--- src/rtl/regfile_wb_arbiter.sv ---
// Register-file write-port arbiter: pipeline writeback (A) has fixed priority over
// the long-latency writeback (B), with a starvation override and a pending-write scoreboard.
module regfile_wb_arbiter #(
  parameter int unsigned STARVE_LIMIT = 4,
  parameter int unsigned XLEN         = 64
) (
  input  logic            i_clk,
  input  logic            i_rst_n,
  input  logic            i_a_valid,
  input  logic [4:0]      i_a_rd,
  input  logic [XLEN-1:0] i_a_data,
  output logic            o_a_ready,
  input  logic            i_b_valid,
  input  logic [4:0]      i_b_rd,
  input  logic [XLEN-1:0] i_b_data,
  output logic            o_b_ready,
  input  logic            i_iss_valid,
  input  logic [4:0]      i_iss_rd,
  input  logic [4:0]      i_rs1,
  input  logic [4:0]      i_rs2,
  output logic            o_stall,
  output logic            o_wr_en,
  output logic [4:0]      o_wr_reg,
  output logic [XLEN-1:0] o_wr_data
);

  localparam logic [7:0] LP_LIMIT = 8'(STARVE_LIMIT);

  logic [7:0]      r_wait_cnt;
  logic [31:0]     r_busy;
  logic            r_wr_en;
  logic [4:0]      r_wr_reg;
  logic [XLEN-1:0] r_wr_data;

  logic            w_starved;
  logic            w_a_xfer;
  logic            w_b_xfer;
  logic [4:0]      w_rd;
  logic [XLEN-1:0] w_data;
  logic [31:0]     w_busy_nxt;

  assign w_starved = (r_wait_cnt == LP_LIMIT);
  assign o_a_ready = i_rst_n && i_a_valid && !(i_b_valid && w_starved);
  assign o_b_ready = i_rst_n && i_b_valid && (!i_a_valid || w_starved);
  assign w_a_xfer  = o_a_ready;
  assign w_b_xfer  = o_b_ready;
  assign w_rd      = w_b_xfer ? i_b_rd : i_a_rd;
  assign w_data    = w_b_xfer ? i_b_data : i_a_data;

  // Set after clear so a same-cycle reissue of the retiring rd stays pending.
  always_comb begin
    w_busy_nxt = r_busy;
    if (w_b_xfer) begin
      w_busy_nxt[i_b_rd] = 1'b0;
    end
    if (i_iss_valid && (i_iss_rd != 5'd0)) begin
      w_busy_nxt[i_iss_rd] = 1'b1;
    end
    w_busy_nxt[0] = 1'b0;
  end

  always_ff @(posedge i_clk) begin
    if (!i_rst_n) begin
      r_wait_cnt <= 8'd0;
      r_busy     <= 32'd0;
      r_wr_en    <= 1'b0;
      r_wr_reg   <= 5'd0;
      r_wr_data  <= '0;
    end else begin
      if (!i_b_valid || w_b_xfer) begin
        r_wait_cnt <= 8'd0;
      end else if (!w_starved) begin
        r_wait_cnt <= r_wait_cnt + 8'd1;
      end
      r_busy <= w_busy_nxt;
      if (w_a_xfer || w_b_xfer) begin
        r_wr_en   <= (w_rd != 5'd0);
        r_wr_reg  <= w_rd;
        r_wr_data <= w_data;
      end else begin
        r_wr_en <= 1'b0;
      end
    end
  end

  // Stall reflects registered busy only; a clear this cycle lands with the write.
  assign o_stall = ((i_rs1 != 5'd0) && r_busy[i_rs1]) ||
                   ((i_rs2 != 5'd0) && r_busy[i_rs2]);

  assign o_wr_en   = r_wr_en;
  assign o_wr_reg  = r_wr_reg;
  assign o_wr_data = r_wr_data;

endmodule

--- config.mk ---
export PLATFORM = sky130hd
export DESIGN_NAME = regfile_wb_arbiter
export DESIGN_NICKNAME = d
export VERILOG_FILES = /design/src/rtl/regfile_wb_arbiter.sv
export SDC_FILE = /design/constraint.sdc
export NUM_CORES = 1
export LEC_CHECK = 0
export ABC_AREA = 1
export CELL_PAD_IN_SITES_DETAIL_PLACEMENT = 0
export CELL_PAD_IN_SITES_GLOBAL_PLACEMENT = 1
export CORE_MARGIN = 2
export CORE_UTILIZATION = 32
export CTS_CLUSTER_SIZE = 10
export DETAILED_ROUTE_END_ITERATION = 8
export GPL_TIMING_DRIVEN = 0
export PLACE_DENSITY_LB_ADDON = 0.2
export SLEW_MARGIN = 0
export SYNTH_ARGS = -nofsm -noshare
export SYNTH_HDL_FRONTEND = slang
export SYNTH_SLANG_ARGS = --single-unit
--- constraint.sdc ---
create_clock -name i_clk -period 3.5 [get_ports i_clk]
set_input_delay 0.7 -clock i_clk [delete_from_list [all_inputs] [get_ports i_clk]]
set_output_delay 0.7 -clock i_clk [all_outputs]
set_load 0.02 [all_outputs]
* Word-level counts from Yosys, hierarchy flattened
Cells that the tools add are included.
W data, S select, Z words.
** Storage, ports and cells
- Bits in latches :: 0
- RAM bits :: 0
- Register bits after elaboration :: 110
- Memories :: 0
- Bits in read-only memories :: 0
- Logic and storage cells :: 53
- Output and inout port bits :: 73
- Input bits :: 158
** Operators by class
- Muxes and demuxes :: 12
- Add/sub/neg operators :: 1
- Equal/unequal tests :: 1
- Reduce and logical (&&, ||, !) cells :: 23
- Divide/modulo/power cells :: 0
- Bitwise gates (word level) :: 4
- Multipliers :: 0
- Shifts and indexed selects :: 0
- $lt $le $gt $ge :: 6
** Operator list (count)
- $mux W32 :: 2
- $mux W64 :: 1
- $and A32 B32 Y32 :: 1
- $not A32 Y32 :: 1
- $or A32 B32 Y32 :: 1
- $lt A5 B6 Y1 const B :: 4
- $reduce_bool A5 Y1 :: 4
- $bmux W1 S5 :: 2
- $demux W1 S5 :: 2
- $ge A5 B1 Y1 const B :: 2
- $logic_and A1 B1 Y1 :: 10
- $add A8 B1 Y8 const B :: 1
- $eq A8 B3 Y1 const B :: 1
- $mux W5 :: 1
- $logic_or A1 B1 Y1 :: 4
- $mux W1 :: 4
- $logic_not A1 Y1 :: 3
- $reduce_and A2 Y1 :: 1
- $reduce_or A2 Y1 :: 1
- $not A1 Y1 :: 1

* Logic depth before layout (Yosys ltp)
- Depth after elaboration :: 9
- Depth in mapped cells :: 15
- Gate-level depth less buffers :: 13

* Worst setup path before layout
Ideal clock, no wire load.
- Path kind :: input -> output
- Start point :: input i_rs1[1]
- End point :: output o_stall
- Required time :: 2.800 ns
- Path buffers :: 1
- Slack :: 1.097 ns
- Data arrival time :: 1.703 ns
- Cell stages on the path :: 11
- Cell sequence :: clkbuf_1 > inv_1 > nor2_1 > nand2_1 > nand3_1 > nand3_1 > nand2_1 > nand2_1 > nand2_1 > inv_1 > nand2_1
** On the way
- Longest elaborated chain between the ends :: 4
- Elaborated cells between the ends (all ways) :: 5
- Those cells by class :: 2 x mux; 3 x reduce/logical
** Ends and longest elaborated chain
- from (decl) :: RTL line 19 : input logic [4:0] i_rs1,
- $bmux W1 S5 :: RTL line 87 : assign o_stall = ((i_rs1 != 5'd0) && r_busy[i_rs1]) ||
- $mux W1 (not written as such) :: RTL line 87
- $logic_and A1 B1 Y1 * :: RTL line 87
- $logic_or A1 B1 Y1 * :: RTL line 87
- to (decl) :: RTL line 21 : output logic o_stall,
Mark *: on every way between the ends. The rest lies on a longest branch, timed or not. The select of a mux whose other input is x is not followed.

* Worst setup path in the final report
Same ends and word-level chain as after synthesis.

==> impl_metrics.env <==
export IMPL_status="completed"
export IMPL_yosysWarnings=0
export IMPL_synth_fp_nets=946
export IMPL_rsz0062_at_grt="no"
export IMPL_grt_overflow=0
export IMPL_synthDistinctLibCells=30
export IMPL_yosys_area_top_type="dfxtp_1"
export IMPL_dp_cells=1236
export IMPL_ant_nets=0
export IMPL_cts_tree="done"
export IMPL_post_place_ws_ns=0.245
export IMPL_dpl_cell_area_um2=8090
export IMPL_crit_path_end_kind="output pin"
export IMPL_final_core_util_pct=48.8
export IMPL_dieWidth_um=136
export IMPL_fillerInstances=1742
export IMPL_grt_pass1_wl_um=31900
export IMPL_clk_path_buf_depth=2
export IMPL_whs_path_depth=2
export IMPL_worst_pin_slew_ns=0.803
export IMPL_hold_buffers=0
export IMPL_wl_um=20700
export IMPL_cts_resized=0
export IMPL_cpMostUsedCell="nand2_1"
export IMPL_irDropWorstVdd_uv=229
export IMPL_critPathMaxFanout=10
export IMPL_fmax_mhz=309
export IMPL_postSynthCellCount=786
export IMPL_total_power_mw=3.11
export IMPL_initial_core_util_pct=32.4
export IMPL_path_clk_slew_ns=0.07
export IMPL_largest_register_ffs=64
export IMPL_min_period_over_period_pct=92.4
export IMPL_setup_violations_final=0
export IMPL_ys_seq_area_share_pct=39.3
export IMPL_use_met3_pct=7.15
export IMPL_synth_area_leaders="dfxtp_1 39%, nand2_1 13%, o221ai_1 10%, nor2_1 7.0%, nor3_1 6.1%"
export IMPL_relSlewSlack_pct=46.2
export IMPL_synth_ff_type="dfxtp_1"
export IMPL_syn_area_um2=5550
export IMPL_ys_ff_latch=109
export IMPL_arrival_ns=2.53
export IMPL_numCtsBuffers=9
export IMPL_n_antenna_cell=0
export IMPL_die_area_um2=18400
export IMPL_rows=48
export IMPL_coreArea_um2=17100
export IMPL_layout_drive_gt1_share_pct=5.26
export IMPL_hp_class="reg2reg"
export IMPL_critPathLaunchType="primary input"
export IMPL_grt_use_total_pct=22.3
export IMPL_p_leak_nw=3.37
export IMPL_avgSynthCellArea_um2=7.07
export IMPL_place_hpwl_um=15800
export IMPL_cts_sinks=109
export IMPL_drv_cap=0
export IMPL_nets=1182
export IMPL_p_per_area_nw_per_um2=372
export IMPL_synth_most_common_cell="nand2_1"
export IMPL_drtIter0Drc=352
export IMPL_io_buffers=225
export IMPL_antenna_found_initial=0
export IMPL_grtUsageMet1_pct=26.2
export IMPL_layout_min_cycle_time_ns=3.23
export IMPL_ctsHtreeMaxLevel=3
export IMPL_critical_path_slowest_cell="clkdlybuf4s50_1"
export IMPL_tns_ns=0
export IMPL_holdWs_ns=0.471
export IMPL_routed_via_count=6183
export IMPL_cp_slowest_stage_delay_ns=0.60
export IMPL_wl_per_cell_um=16.5
export IMPL_first_pass_iters=6
export IMPL_hold_viol=0
export IMPL_required_ns=2.80
export IMPL_grt_busiest_layer="met2"
export IMPL_timing_final_ws_setup_ns=0.265
export IMPL_critPathKind="in2out"
export IMPL_clockRootBuffer="clkbuf_16"
export IMPL_yosysTopAreaCellShare_pct=39.3
export IMPL_final_cell_count_no_fill=1252
export IMPL_yosys_top_cells_count="188 x nand2_1, 109 x dfxtp_1, 104 x nor2_1"
export IMPL_rr_worst_depth=11
export IMPL_synth_edff_count=0
export IMPL_area_growth_pct=50.5
export IMPL_io_pins=231
export IMPL_globalplace_congestion=0.803
export IMPL_grt_pass1_vias=6126
export IMPL_route_detailed_drc=0
export IMPL_ys_async_sr_fraction_pct=0
export IMPL_die_h_um=136
export IMPL_grt_use_met2_pct=39.1
export IMPL_viasPerCell=4.94
export IMPL_final_cell_area_um2=8360
export IMPL_insertion_delay_ns=0.35
export IMPL_drv_slew=0
export IMPL_post_cts_setup_buffers=0
export IMPL_grt_max_degree=18
export IMPL_finClkSkew_ns=0.00651
export IMPL_path_cells="clkbuf_1 > inv_1 > nor2_1 > nand2_1 > nand3_1 > nand3_1 > nand2_1 > nand2_1 > nand2_1 > inv_1 > nand2_1 > clkdlybuf4s50_1"
cell usage in the layout (no fill, tap or decap), types with 3 or more instances in the layout:
master	count
clkdlybuf4s50_1	225
nand2_1	188
dfxtp_1	109
nor2_1	104
inv_1	68
nor3_1	68
o221ai_1	64
a21oi_1	36
nand3_1	35
o21ai_0	23
clkbuf_1	22
buf_6	21
o21ai_1	10
buf_2	9
clkbuf_16	9
nand4_1	6
o211ai_1	5
nor3b_1	3
final cells by class:
cell class	count	area [µm²]	area share (%)
sequential	109	2180	26.1
inverter	70	263	3.14
timing repair buffer	225	2250	27.0
buffer	51	365	4.37
tap	225	282	3.37
clock inverter	4	32.5	0.389
clock buffer	12	236	2.83
multi-input combinational	556	2740	32.8
kinds of logic (layout without fill, tap and decap cells):
logic type	Yosys count	after routing	synth area share, %
simple gates	408	408	30.6
compound gates	144	144	18.0
buf+inv	121	362	11.3
flops	109	109	39.3
fa+ha+maj	2	2	0.450
xor+xnor	2	2	0.315
metal layers:
metal  routed length [µm]  vias to the layer above  part of all wire [%]
li1                     -                     3129                     -
met1                 8540                     2829                    41
met2                10300                      196                    50
met3                 1400                       29                   6.8
met4                  402                        0                   1.9
met5                    0                        -                     0
final timing paths:
path	slack, ns	endpoint	from
hold / removal	0.47	r_busy[2]	r_busy[2]
hold reg to reg	0.47	r_busy[2]	r_busy[2]
setup reg to reg	1.69	o_wr_en	r_wait_cnt[0]
setup / recovery	0.27	o_stall	i_rs1[1]
power breakdown:
part | internal (mW) | switching, mW | total, mW
Clock | 0.489 | 0.492 | 0.981
Combinational | 0.385 | 0.381 | 0.766
Sequential | 1.32 | 0.0411 | 1.36
Total | 2.19 | 0.914 | 3.11
critical path: cells and delay by family:
family,cells,cell delay [ns]
buffers and inverters,4,1.26
AND/OR/NAND/NOR,8,0.58
Power figures use the tool's default switching activity.
